<file path="src/rtl/block_sync_ctrl_pkg.sv">
`default_nettype none
// ============================================================================
// block_sync_ctrl_pkg : block-sync state encoding and 66b sync-header codes
// Rev 1.0
// ============================================================================
package block_sync_ctrl_pkg;

    localparam logic [1:0] DATA_HEADER = 2'b01;
    localparam logic [1:0] CMD_HEADER  = 2'b10;

    typedef enum logic [1:0] {
        ST_HUNT      = 2'd0,
        ST_LOCKED    = 2'd1,
        ST_SLIP_WAIT = 2'd2
    } sync_state_e;

    function automatic logic is_valid_header(input logic [1:0] hdr);
        return (hdr == DATA_HEADER) || (hdr == CMD_HEADER);
    endfunction

endpackage
`default_nettype wire

</file>
<file path="src/rtl/block_sync_ctrl.sv">
`default_nettype none
// ============================================================================
// block_sync_ctrl : 66b block-lock state machine driving seeker bit slips
// Rev 1.0
// ============================================================================
module block_sync_ctrl
    import block_sync_ctrl_pkg::*;
#(
    parameter int LOCK_CNT  = 64,
    parameter int WINDOW    = 64,
    parameter int BAD_LIMIT = 16,
    parameter int SLIP_WAIT = 8
) (
    input  logic       clk_i,
    input  logic       rst_ni,
    input  logic       en_i,
    input  logic [1:0] header_i,
    input  logic       header_dv_i,
    output logic       slip_o,
    output logic       block_lock_o,
    output logic [7:0] slip_cnt_o
);

    localparam logic [6:0] c_lock_cnt  = 7'(LOCK_CNT);
    localparam logic [6:0] c_window    = 7'(WINDOW);
    localparam logic [6:0] c_bad_limit = 7'(BAD_LIMIT);
    localparam logic [7:0] c_wait_last = 8'(SLIP_WAIT - 1);

    sync_state_e r_state, w_state_nxt;
    logic [6:0]  r_good_cnt, w_good_cnt_nxt;
    logic [6:0]  r_win_cnt,  w_win_cnt_nxt;
    logic [6:0]  r_bad_cnt,  w_bad_cnt_nxt;
    logic [7:0]  r_wait_cnt, w_wait_cnt_nxt;
    logic [7:0]  r_slip_cnt, w_slip_cnt_nxt;
    logic        r_slip,     w_slip_nxt;
    logic        r_lock,     w_lock_nxt;
    logic        w_valid;

    assign w_valid = is_valid_header(header_i);

    always_ff @(posedge clk_i) begin
        if (!rst_ni) begin
            r_state    <= ST_HUNT;
            r_good_cnt <= '0;
            r_win_cnt  <= '0;
            r_bad_cnt  <= '0;
            r_wait_cnt <= '0;
            r_slip_cnt <= '0;
            r_slip     <= 1'b0;
            r_lock     <= 1'b0;
        end else begin
            r_state    <= w_state_nxt;
            r_good_cnt <= w_good_cnt_nxt;
            r_win_cnt  <= w_win_cnt_nxt;
            r_bad_cnt  <= w_bad_cnt_nxt;
            r_wait_cnt <= w_wait_cnt_nxt;
            r_slip_cnt <= w_slip_cnt_nxt;
            r_slip     <= w_slip_nxt;
            r_lock     <= w_lock_nxt;
        end
    end

    always_comb begin
        w_state_nxt    = r_state;
        w_good_cnt_nxt = r_good_cnt;
        w_win_cnt_nxt  = r_win_cnt;
        w_bad_cnt_nxt  = r_bad_cnt;
        w_wait_cnt_nxt = r_wait_cnt;
        w_slip_cnt_nxt = r_slip_cnt;
        w_slip_nxt     = 1'b0;
        w_lock_nxt     = r_lock;

        if (!en_i) begin
            w_state_nxt    = ST_HUNT;
            w_good_cnt_nxt = '0;
            w_win_cnt_nxt  = '0;
            w_bad_cnt_nxt  = '0;
            w_wait_cnt_nxt = '0;
            w_lock_nxt     = 1'b0;
        end else begin
            case (r_state)
                ST_HUNT: begin
                    w_lock_nxt = 1'b0;
                    if (header_dv_i) begin
                        if (!w_valid) begin
                            w_slip_nxt     = 1'b1;
                            w_good_cnt_nxt = '0;
                            w_wait_cnt_nxt = '0;
                            w_state_nxt    = ST_SLIP_WAIT;
                        end else if (r_good_cnt + 7'd1 == c_lock_cnt) begin
                            w_good_cnt_nxt = '0;
                            w_win_cnt_nxt  = '0;
                            w_bad_cnt_nxt  = '0;
                            w_lock_nxt     = 1'b1;
                            w_state_nxt    = ST_LOCKED;
                        end else begin
                            w_good_cnt_nxt = r_good_cnt + 7'd1;
                        end
                    end
                end
                ST_LOCKED: begin
                    if (header_dv_i) begin
                        // Losing lock takes priority over the window rollover.
                        if (!w_valid && (r_bad_cnt + 7'd1 == c_bad_limit)) begin
                            w_slip_nxt     = 1'b1;
                            w_lock_nxt     = 1'b0;
                            w_win_cnt_nxt  = '0;
                            w_bad_cnt_nxt  = '0;
                            w_wait_cnt_nxt = '0;
                            w_state_nxt    = ST_SLIP_WAIT;
                        end else if (r_win_cnt + 7'd1 == c_window) begin
                            w_win_cnt_nxt = '0;
                            w_bad_cnt_nxt = '0;
                        end else begin
                            w_win_cnt_nxt = r_win_cnt + 7'd1;
                            w_bad_cnt_nxt = r_bad_cnt + {6'd0, ~w_valid};
                        end
                    end
                end
                ST_SLIP_WAIT: begin
                    // Headers arriving here come from the pre-slip alignment.
                    if (r_wait_cnt == c_wait_last) begin
                        w_wait_cnt_nxt = '0;
                        w_good_cnt_nxt = '0;
                        w_win_cnt_nxt  = '0;
                        w_bad_cnt_nxt  = '0;
                        w_state_nxt    = ST_HUNT;
                    end else begin
                        w_wait_cnt_nxt = r_wait_cnt + 8'd1;
                    end
                end
                default: begin
                    w_state_nxt = ST_HUNT;
                    w_lock_nxt  = 1'b0;
                end
            endcase
        end

        if (w_slip_nxt && (r_slip_cnt != 8'hFF)) begin
            w_slip_cnt_nxt = r_slip_cnt + 8'd1;
        end
    end

    assign slip_o       = r_slip;
    assign block_lock_o = r_lock;
    assign slip_cnt_o   = r_slip_cnt;

endmodule
`default_nettype wire

</file>
<file path="config.mk">
export PLATFORM = sky130hd
export DESIGN_NAME = block_sync_ctrl
export DESIGN_NICKNAME = d
export VERILOG_FILES = /design/src/rtl/block_sync_ctrl_pkg.sv /design/src/rtl/block_sync_ctrl.sv
export SDC_FILE = /design/constraint.sdc
export NUM_CORES = 1
export LEC_CHECK = 0
export ABC_AREA = 1
export BUFFER_PORTS_ARGS = -buffer_cell sky130_fd_sc_hd__buf_2
export CORE_MARGIN = 2
export CORE_UTILIZATION = 60
export CTS_BUF_LIST = sky130_fd_sc_hd__clkbuf_16
export CTS_CLUSTER_SIZE = 20
export DETAILED_ROUTE_END_ITERATION = 8
export PLACE_DENSITY = 0.89
export SYNTH_ARGS = -nofsm -noshare
export SYNTH_HDL_FRONTEND = slang
export SYNTH_SLANG_ARGS = --single-unit
export TNS_END_PERCENT = 10
</file>
<file path="constraint.sdc">
create_clock -name clk_i -period 3.7 [get_ports clk_i]
set_input_delay 0.74 -clock clk_i [delete_from_list [all_inputs] [get_ports clk_i]]
set_output_delay 0.74 -clock clk_i [all_outputs]
set_load 0.005 [all_outputs]
</file>
==> results of run 1 <==
[registers in the layout, summed over array words and instances (netlist names)]
name	count
r_state	2
slip_o	1
slip_cnt_o	8
r_bad_cnt	7
r_wait_cnt	8
r_win_cnt	7
block_lock_o	1
r_good_cnt	7
[worst reg2reg max path, delay by kind of cell (launching register included)]
family | cells | cell delay (ns)
flops | 1 | 0.40
simple gates | 12 | 1.37
fa+ha+maj | 1 | 0.21
[synthesized netlist by cell type (2+ instances only)]
library cell,number,area share
nor3_1,6,0.012
o21ai_0,4,0.0082
a21oi_1,34,0.070
nand2_2,3,0.0077
nand4_1,10,0.026
nand2_1,93,0.14
nand3b_1,3,0.0092
o21ai_1,3,0.0062
nor2_1,57,0.088
or2_2,2,0.0051
buf_2,2,0.0041
nand3_1,40,0.082
xnor2_1,5,0.018
ha_1,6,0.031
dfxtp_1,41,0.34
nand2_4,4,0.018
buf_6,2,0.0092
inv_1,31,0.048
inv_2,2,0.0031
xor2_1,7,0.025
[how the worst max path moves through the flow]
stage                   endpoint          start
global route        r_bad_cnt[2]  r_good_cnt[0]
detailed placement  r_bad_cnt[6]    header_i[1]
global placement    r_bad_cnt[6]    header_i[1]
finish              r_bad_cnt[3]  r_good_cnt[0]
CTS                 r_bad_cnt[6]    header_i[1]
floorplan           r_bad_cnt[6]    header_i[1]
[stage by stage]
step	util	hold WS, ns	setup WS (ns)
2_1_floorplan	-	0.4526	1.684
3_3_place_gp	0.6442	0.4630	1.461
3_5_place_dp	0.6442	0.4717	1.425
4_1_cts	0.6864	0.4809	1.668
5_1_grt	0.6864	0.5129	1.403
6_report	0.6864	0.4804	1.671
[layout make-up]
cell class / count / area, um^2
clock buffer: 5 / 125.1
clock inverter: 3 / 41.29
fill: 320 / 1236
inverter: 33 / 123.9
multi-input combinational: 287 / 1458
sequential: 41 / 820.8
tap: 50 / 62.56
timing repair buffer: 15 / 75.07
[logic make-up after synthesis]
logic type                 after synthesis
xor gates and xnor gates                13
and+or+nand+nor                        222
AOI/OAI and AO/OA                       46
adders and majority gates                6
DFF                                     41
buffers and inverters                   38
[routing by layer]
layer  GRT usage  vias up  wire length [um]
met5           0        -                 0
met4      0.1020        0               114
met3     0.05167       14               198
met1      0.2993     1037              2213
met2      0.4142       56              2457
li1            -     1232                 -
[cell usage in the layout (no fill, tap or decap), types with 2 or more instances in the layout]
cell type,count
nand3b_1,3
or2_2,2
xor2_1,7
nand4_1,10
o21ai_0,4
nor3_1,6
a21oi_1,34
nor2_1,57
nand2_1,93
nand2_4,4
xnor2_1,5
nand3_1,40
buf_2,15
inv_2,2
nand2_2,3
o21ai_1,3
inv_1,31
dfxtp_1,41
ha_1,6
clkbuf_16,5
[report_power, final]
group | internal, uW | total (uW) | switching [uW]
Clock | 316 | 492 | 177
Combinational | 22.2 | 72.1 | 49.9
Sequential | 446 | 452 | 5.54
==> flow_metrics.tcl, run 1 <==
set metrics [dict create \
    synthMuxAreaShare 0 \
    yosysSeqAreaShare 0.3366 \
    final_cell_area_um2 2706 \
    port_buffers 15 \
    final_nets 395 \
    min_path_cells 2 \
    cts.sinks 41 \
    ys_ff_latch 41 \
    max_stage_delay_ns 0.40 \
    critPathLaunchType "register" \
    r2r_slack_ns 1.67 \
    power_uw 1016 \
    ys_warn_count 0 \
    syn_area_um2 2439 \
    routedWlPerCell_um 11.48 \
    synth-compound-area-share 0.1036 \
    hp-class "reg -> reg" \
    die_y_um 67.75 \
    vias 2339 \
    synthAdderAreaFrac 0.03079 \
    critPathSlowestCell "dfxtp_1" \
    clk_pin_slew_worst_paths_ns 0.06 \
    finalSetupTns_ns 0 \
    cp_top_family "simple AND/OR/NAND/NOR gates" \
    grt_pass1_vias 2075 \
    rsz0062_at_grt "no" \
    wl_um 4983 \
    final_max_slew_viol_count 0 \
    status "finished clean" \
    hold_viol_final 0 \
    cp_num_cells 13 \
    post-cts-setup-buffers 0 \
    vias_per_cell 5.389 \
    syn-instance-count 366 \
    r2r-start "r_good_cnt[0]" \
    cp_max_fo 19 \
    synth.distinct_cells 31 \
    hpwl_um 3588 \
    antenna_found_initial 0 \
    rr_worst_depth 13 \
    path_class "reg -> reg" \
    worst_slew_pin_slew_ns 0.5804 \
    path_cells "ha_1, nand2_2, nor2_2, nand2_1, nand2_1, nand2_1, nor2_1, nand3_1, nand2_2, nand2_4, nand2_1, nand2_1, nor2_1" \
    synth-xor-area-share 0.04977 \
    die_width_um 67.75 \
    hold_buffers 0 \
    firstDrtPassIters 4 \
    maxCapViolCount 0 \
    cp.required_ns 3.92 \
    drive_above_1_share 0.1016 \
    crit_buf_inv 0 \
    peakVddDrop_uv 310.1 \
    grt_pass1_wl_um 8569 \
    gp_congestion 0.9074 \
    stdcell_count 434 \
    die-area_um2 4590 \
    post-route-period-util 0.5483 \
    place_area_um2 2540 \
    setup_viol_count_final 0 \
    relSlewSlack 0.6117 \
    r2r_end "r_bad_cnt[3]" \
    synthSimpleGateAreaFrac 0.4135 \
    async_reset_ff_frac 0 \
    fmax_ghz 0.4929 \
    crit_arrival_ns 2.25 \
    antenna_cells 0 \
    grt_max_degree 20 \
    drt-initial-drc-count 142 \
    p_leak_uw 0.001116 \
    avgSynthCellArea_um2 6.663 \
    areaGrowthSynthToFinish_pct 10.98 \
    ios 16 \
    overflow 0 \
    drc_errors 0 \
    cts_buffer_depth 2 \
    ys.flop_type "dfxtp_1" \
    fin_crit_ns 2.029 \
    power_density_nw_per_um2 375.6 \
    cts_tree "yes" \
    synth_edf_count 0 \
    cts-root-buf "clkbuf_16" \
    cts_buffers 5 \
    clkLatencyLatePin_ns 0.28 \
    detail-route-antenna-nets 0 \
    endpoint_kind "register" \
    synth_top_family_by_area "simple AND/OR/NAND/NOR gates" \
    fp-row-count 23 \
    h-tree-depth 2 \
    initial_utilization 0.6185 \
    crit_top_cell "nand2_1" \
    grtUsageTotal 0.2449 \
    min_from "slip_cnt_o[1]" \
    coreArea_um2 3943 \
    hold_end "slip_cnt_o[1]" \
    post-place-cells 426 \
    syn_nets 378 \
    fin_skew_ns 0.003359 \
    ctsResizeCount 0 \
]
(Power assumes the default switching activity.)
==> inputs of run 2 (changes only) <==
--- a/config.mk
+++ b/config.mk
@@ -8,11 +8,11 @@
 export ABC_AREA = 1
 export BUFFER_PORTS_ARGS = -buffer_cell sky130_fd_sc_hd__buf_2
 export CORE_MARGIN = 2
-export CORE_UTILIZATION = 60
+export CORE_UTILIZATION = 54
 export CTS_BUF_LIST = sky130_fd_sc_hd__clkbuf_16
 export CTS_CLUSTER_SIZE = 20
 export DETAILED_ROUTE_END_ITERATION = 8
-export PLACE_DENSITY = 0.89
+export PLACE_DENSITY = 0.85
 export SYNTH_ARGS = -nofsm -noshare
 export SYNTH_HDL_FRONTEND = slang
 export SYNTH_SLANG_ARGS = --single-unit
==> constraint.sdc (replaced) <==
create_clock -name clk_i -period 1.8 [get_ports clk_i]
set_input_delay 0.36 -clock clk_i [delete_from_list [all_inputs] [get_ports clk_i]]
set_output_delay 0.36 -clock clk_i [all_outputs]
set_load 0.005 [all_outputs]
==> run 2 against run 1 <==
  * Critical path depth increased by 1
  * Largest cell class unchanged
  * Highest routed layer unchanged
  * Cell count increased by 5.5%
  * Sequential power increased by 110%
  * First-iteration DRC count decreased by 1.4%
==> flow_metrics.tcl, run 2 (synthesis results as in run 1) <==
set metrics [dict create \
    status "finished clean" \
    fp-row-count 24 \
    seqPwrFrac 0.476 \
    grtUsageTotal 0.2262 \
    p_leak_uw 0.001242 \
    grt_pass1_wl_um 9321 \
    max_stage_delay_ns 0.35 \
    finalWorstSetupSlack_ns 0.03720 \
    cp_max_fo 7 \
    cp.required_ns 1.98 \
    vias 2502 \
    path_class "reg -> reg" \
    power_density_nw_per_um2 659.7 \
    die_width_um 71.20 \
    cts_buffer_depth 2 \
    min_path_cells 3 \
    rr_worst_depth 14 \
    overflow 0 \
    gp_congestion 0.9097 \
    critPathLaunchType "register" \
    final_nets 418 \
    clk_pin_slew_worst_paths_ns 0.06 \
    cp_top_family "simple AND/OR/NAND/NOR gates" \
    pwr-share-clk 0.420 \
    grt_max_degree 20 \
    crit_arrival_ns 1.94 \
    cts_buffers 5 \
    cts-root-buf "clkbuf_16" \
    min_from "rst_ni" \
    peakVddDrop_uv 650.0 \
    vias_per_cell 5.463 \
    r2r-start "r_good_cnt[1]" \
    crit_buf_inv 2 \
    maxCapViolCount 0 \
    pre_cts_ws_ns -0.001809 \
    hp-class "in -> reg" \
    worst_slew_pin_slew_ns 0.5330 \
    wl_met1_um 2461 \
    switching_share 0.2338 \
    cts.sinks 41 \
    internal_power_uw 1494 \
    r2r_end "r_bad_cnt[6]" \
    layout_common_cells "nand2_1 (89), nor2_1 (54), dfxtp_1 (39), nand3_1 (37), a21oi_1 (34)" \
    antenna_cells 0 \
    fmax_ghz 0.5673 \
    path_cells "ha_4, nand2_4, nor2_4, nand2_2, nand2_2, nand2_2, nor2_4, nand3_2, nand2_2, buf_12, buf_4, nand3_1, nand2_1, nor2_1" \
    firstDrtPassIters 4 \
    final_cell_area_um2 2957 \
    relSlewSlack 0.6443 \
    finalSetupTns_ns 0 \
    endpoint_kind "register" \
    routedWlPerCell_um 12.45 \
    dr_wl_met3_um 288 \
    grt_pass1_vias 2221 \
    layout_commonest_cell "nand2_1" \
    coreArea_um2 4354 \
    fin_crit_ns 1.763 \
    setup_viol_count_final 0 \
    areaGrowthSynthToFinish_pct 21.24 \
    clkLatencyLatePin_ns 0.28 \
    h-tree-depth 2 \
    fin_skew_ns 0.004087 \
    hold_viol_final 0 \
    hold_buffers 0 \
    ios 16 \
    p_comb_frac 0.104 \
    drc_errors 0 \
    critPathSlowestCell "dfxtp_2" \
    power_uw 1950 \
    dr_wl_met2_um 2842 \
    post-route-period-util 0.9793 \
    place_area_um2 2695 \
    hpwl_um 3923 \
    switching_power_uw 456.0 \
    wl_um 5703 \
    final_max_slew_viol_count 0 \
    drive_above_1_share 0.1823 \
    port_buffers 15 \
    hold_end "slip_cnt_o[0]" \
    r2r_slack_ns 0.04 \
    die-area_um2 5069 \
    utilization 0.6790 \
    cts_tree "yes" \
    die_y_um 71.20 \
    detail-route-antenna-nets 0 \
    drt-initial-drc-count 140 \
    initial_utilization 0.5601 \
    antenna_found_initial 0 \
    top_layer "met4" \
    crit_top_cell "nand2_2" \
]
## run 2: cell types whose count changed in the layout (fill, tap and decap cells not counted), sizes merged
cell,delta
buf,+23
bufinv,-1
inv,+1
clkinvlp,-1
## run 2: worst min-delay path, cell delays in order
cell and delay [ns]:
buf_2 0.13, o21ai_1 0.07, a21oi_1 0.04
## run 2: repair_timing
action                                  in CTS  in global routing
endpoints found under the hold margin        0                  0
pin swaps                                    1                  6
endpoints found under the setup margin       9                 32
gates resized for setup                      3                 18
setup buffers                                0                  6
## run 2: worst max-delay path by stage
stage                        from            to  slack, ns  depth (start not counted)
global route        r_good_cnt[1]  r_bad_cnt[6]      -0.03                         14
detailed placement    header_i[1]  r_bad_cnt[6]     -0.002                         11
finish              r_good_cnt[1]  r_bad_cnt[6]       0.04                         14
CTS                 r_good_cnt[0]  r_win_cnt[0]       0.01                         14
global placement      header_i[1]  r_bad_cnt[6]       0.06                         11
floorplan           r_good_cnt[0]  r_win_cnt[5]       0.16                         13
## run 2: through the flow
step | std cells | hold slack [ns]
2_1_floorplan | 366 | 0.4526
3_3_place_gp | 445 | 0.4657
3_5_place_dp | 445 | 0.4710
4_1_cts | 452 | 0.3694
5_1_grt | 458 | 0.3921
6_report | 458 | 0.3746
## run 2: area by class of cell
cell class | count | area [um^2]
Clock buffer | 5 | 125.1
Clock inverter | 2 | 7.507
Fill cell | 366 | 1398
Inverter | 33 | 123.9
Multi-Input combinational cell | 287 | 1539
Sequential cell | 41 | 823.3
Tap cell | 52 | 65.06
Timing Repair Buffer | 38 | 272.8
## run 2: per-layer routing
layer  GRT usage  up-vias
met3     0.05128       14
li1            -     1284
met2      0.3879       59
met1      0.2814     1145
met5           0        -
met4     0.07128        0
## run 2: power by group through the flow
| stage | clock, uW | sequential (uW) | combinational (uW) |
|---|---|---|---|
| after floorplan | 0 | 947 | 116 |
| after global placement | 0 | 947 | 181 |
| after detailed placement | 0 | 947 | 184 |
| after CTS | 840 | 928 | 186 |
| after global routing | 883 | 929 | 222 |
| final | 820 | 929 | 202 |
==> inputs of run 3 (changes only) <==
--- a/config.mk
+++ b/config.mk
@@ -12,7 +12,8 @@
 export CTS_BUF_LIST = sky130_fd_sc_hd__clkbuf_16
 export CTS_CLUSTER_SIZE = 20
 export DETAILED_ROUTE_END_ITERATION = 8
-export PLACE_DENSITY = 0.85
+export PLACE_DENSITY = 0.71
+export RECOVER_POWER = 50
 export SYNTH_ARGS = -nofsm -noshare
 export SYNTH_HDL_FRONTEND = slang
 export SYNTH_SLANG_ARGS = --single-unit
==> run 3 against run 2 <==
  * Count of clock-buffer cells in the layout unchanged
  * Flip-flop and latch count unchanged
  * Sequential share of layout area up 1.0 points
  * Critical path type unchanged
  * Largest cell class unchanged
==> flow_metrics.tcl, run 3 (synthesis results as in run 1) <==
set metrics [dict create \
    die-area_um2 5069 \
    routedWlPerCell_um 11.30 \
    setup_viol_count_final 0 \
    finalSetupTns_ns 0 \
    maxCapViolCount 0 \
    crit_arrival_ns 1.84 \
    crit_top_cell "nor2_1" \
    grt_pass1_wl_um 9108 \
    fin_crit_ns 1.626 \
    gp_congestion 0.8181 \
    fmax_ghz 0.6151 \
    grt_pass1_vias 2086 \
    nFillCells 403 \
    hp-class "in -> reg" \
    vias 2351 \
    cts-root-buf "clkbuf_16" \
    hold_buffers 0 \
    cp.required_ns 2.02 \
    overflow 0 \
    max_stage_delay_ns 0.32 \
    power_density_nw_per_um2 676.7 \
    hpwl_um 3716 \
    fp-row-count 24 \
    firstDrtPassIters 4 \
    drt-initial-drc-count 76 \
    coreArea_um2 4354 \
    clkLatencyLatePin_ns 0.28 \
    grt_max_degree 20 \
    cts.sinks 41 \
    path_class "reg -> reg" \
    multiInputGateArea_um2 1503 \
    final_max_slew_viol_count 0 \
    wl_um 5087 \
    critPathLaunchType "register" \
    die_width_um 71.20 \
    layout_common_cells "nand2_1 (92), nor2_1 (53), dfxtp_1 (38), nand3_1 (37), a21oi_1 (34)" \
    cts_buffers 5 \
    ctsResizeCount 0 \
    critPathSlowestCell "dfxtp_1" \
    cts_tree "yes" \
    drive_above_1_share 0.1508 \
    layout_commonest_cell "nand2_1" \
    cts_buffer_depth 2 \
    areaGrowthSynthToFinish_pct 17.03 \
    path_cells "ha_1, nand2_1, inv_1, nand3_1, nand2_1, nor2_1, inv_1, nor2_1, a21oi_1, nor2_1" \
    cp_max_fo 4 \
    regArea_um2 824.5 \
    endpoint_kind "register" \
    antenna_found_initial 0 \
    h-tree-depth 2 \
    rsz0062_at_grt "no" \
    clk_pin_slew_worst_paths_ns 0.05 \
    switching_power_uw 446.3 \
    power_uw 1931 \
    switching_share 0.2311 \
    die_y_um 71.20 \
    relSlewSlack 0.7717 \
    worst_slew_pin_slew_ns 0.3420 \
    internal_power_uw 1485 \
    p_comb_frac 0.094 \
    seqPwrFrac 0.481 \
    antenna_cells 0 \
    port_buffers 15 \
    vias_per_cell 5.224 \
    peakVddDrop_uv 403.8 \
    detail-route-antenna-nets 0 \
    ios 16 \
    drc_errors 0 \
    fin_skew_ns 0.005609 \
    hold_viol_final 0 \
    post-route-period-util 0.9032 \
    crit_buf_inv 2 \
    cp_top_family "simple AND/OR/NAND/NOR gates" \
    post-cts-setup-buffers 0 \
    p_leak_uw 0.001169 \
    grtUsageTotal 0.2183 \
    pwr-share-clk 0.425 \
    final_nets 410 \
    status "finished clean" \
    initial_utilization 0.5601 \
]
run 3: power by group through the flow:
| stage | clock network [uW] | registers [uW] | logic, uW |
|---|---|---|---|
| CTS | 850 | 928 | 177 |
| global route | 880 | 930 | 205 |
| detailed placement | 0 | 948 | 176 |
| finish | 821 | 929 | 181 |
| global placement | 0 | 948 | 176 |
| floorplan | 0 | 947 | 116 |
run 3: path summary, 6_finish.rpt:
path                  from             to  slack [ns]  cells after the start
min reg2reg  r_good_cnt[5]  r_good_cnt[5]        0.48                      2
max          r_wait_cnt[0]  r_wait_cnt[3]        0.17                     10
min                 rst_ni  slip_cnt_o[6]        0.38                      3
max reg2reg  r_wait_cnt[0]  r_wait_cnt[3]        0.17                     10
run 3: layer usage:
layer  vias to the layer above  global-route usage  wire [um]
met5                         -                   0          0
met1                      1052              0.2989       2443
met3                         5             0.04274        150
met2                        26              0.3467       2440
li1                       1268                   -          -
met4                         0             0.06918         53
run 3: layout make-up:
type / instances / share of cell area
Timing Repair Buffer: 30 / 0.07190
Inverter: 33 / 0.04340
Multi-Input combinational cell: 287 / 0.5265
Sequential cell: 41 / 0.2889
Clock inverter: 2 / 0.002630
Clock buffer: 5 / 0.04384
Tap cell: 52 / 0.02280
run 3: through the flow:
step / std cells / cell area [um^2] / hold slack, ns / utilization / worst slack (ns)
after floorplan: 366 / 2439 / 0.4526 / - / 0.1570
after global placement: 443 / 2668 / 0.4600 / 0.6126 / 0.07764
after detailed placement: 443 / 2668 / 0.4731 / 0.6126 / 0.03696
after CTS: 450 / 2800 / 0.3655 / 0.6431 / 0.06145
after global routing: 450 / 2854 / 0.3818 / 0.6555 / 0.003983
final: 450 / 2854 / 0.3771 / 0.6555 / 0.1743
run 3: worst min-delay path: stages:
cell and delay [ns]:
buf_2 0.13, o21ai_1 0.07, a21oi_1 0.04
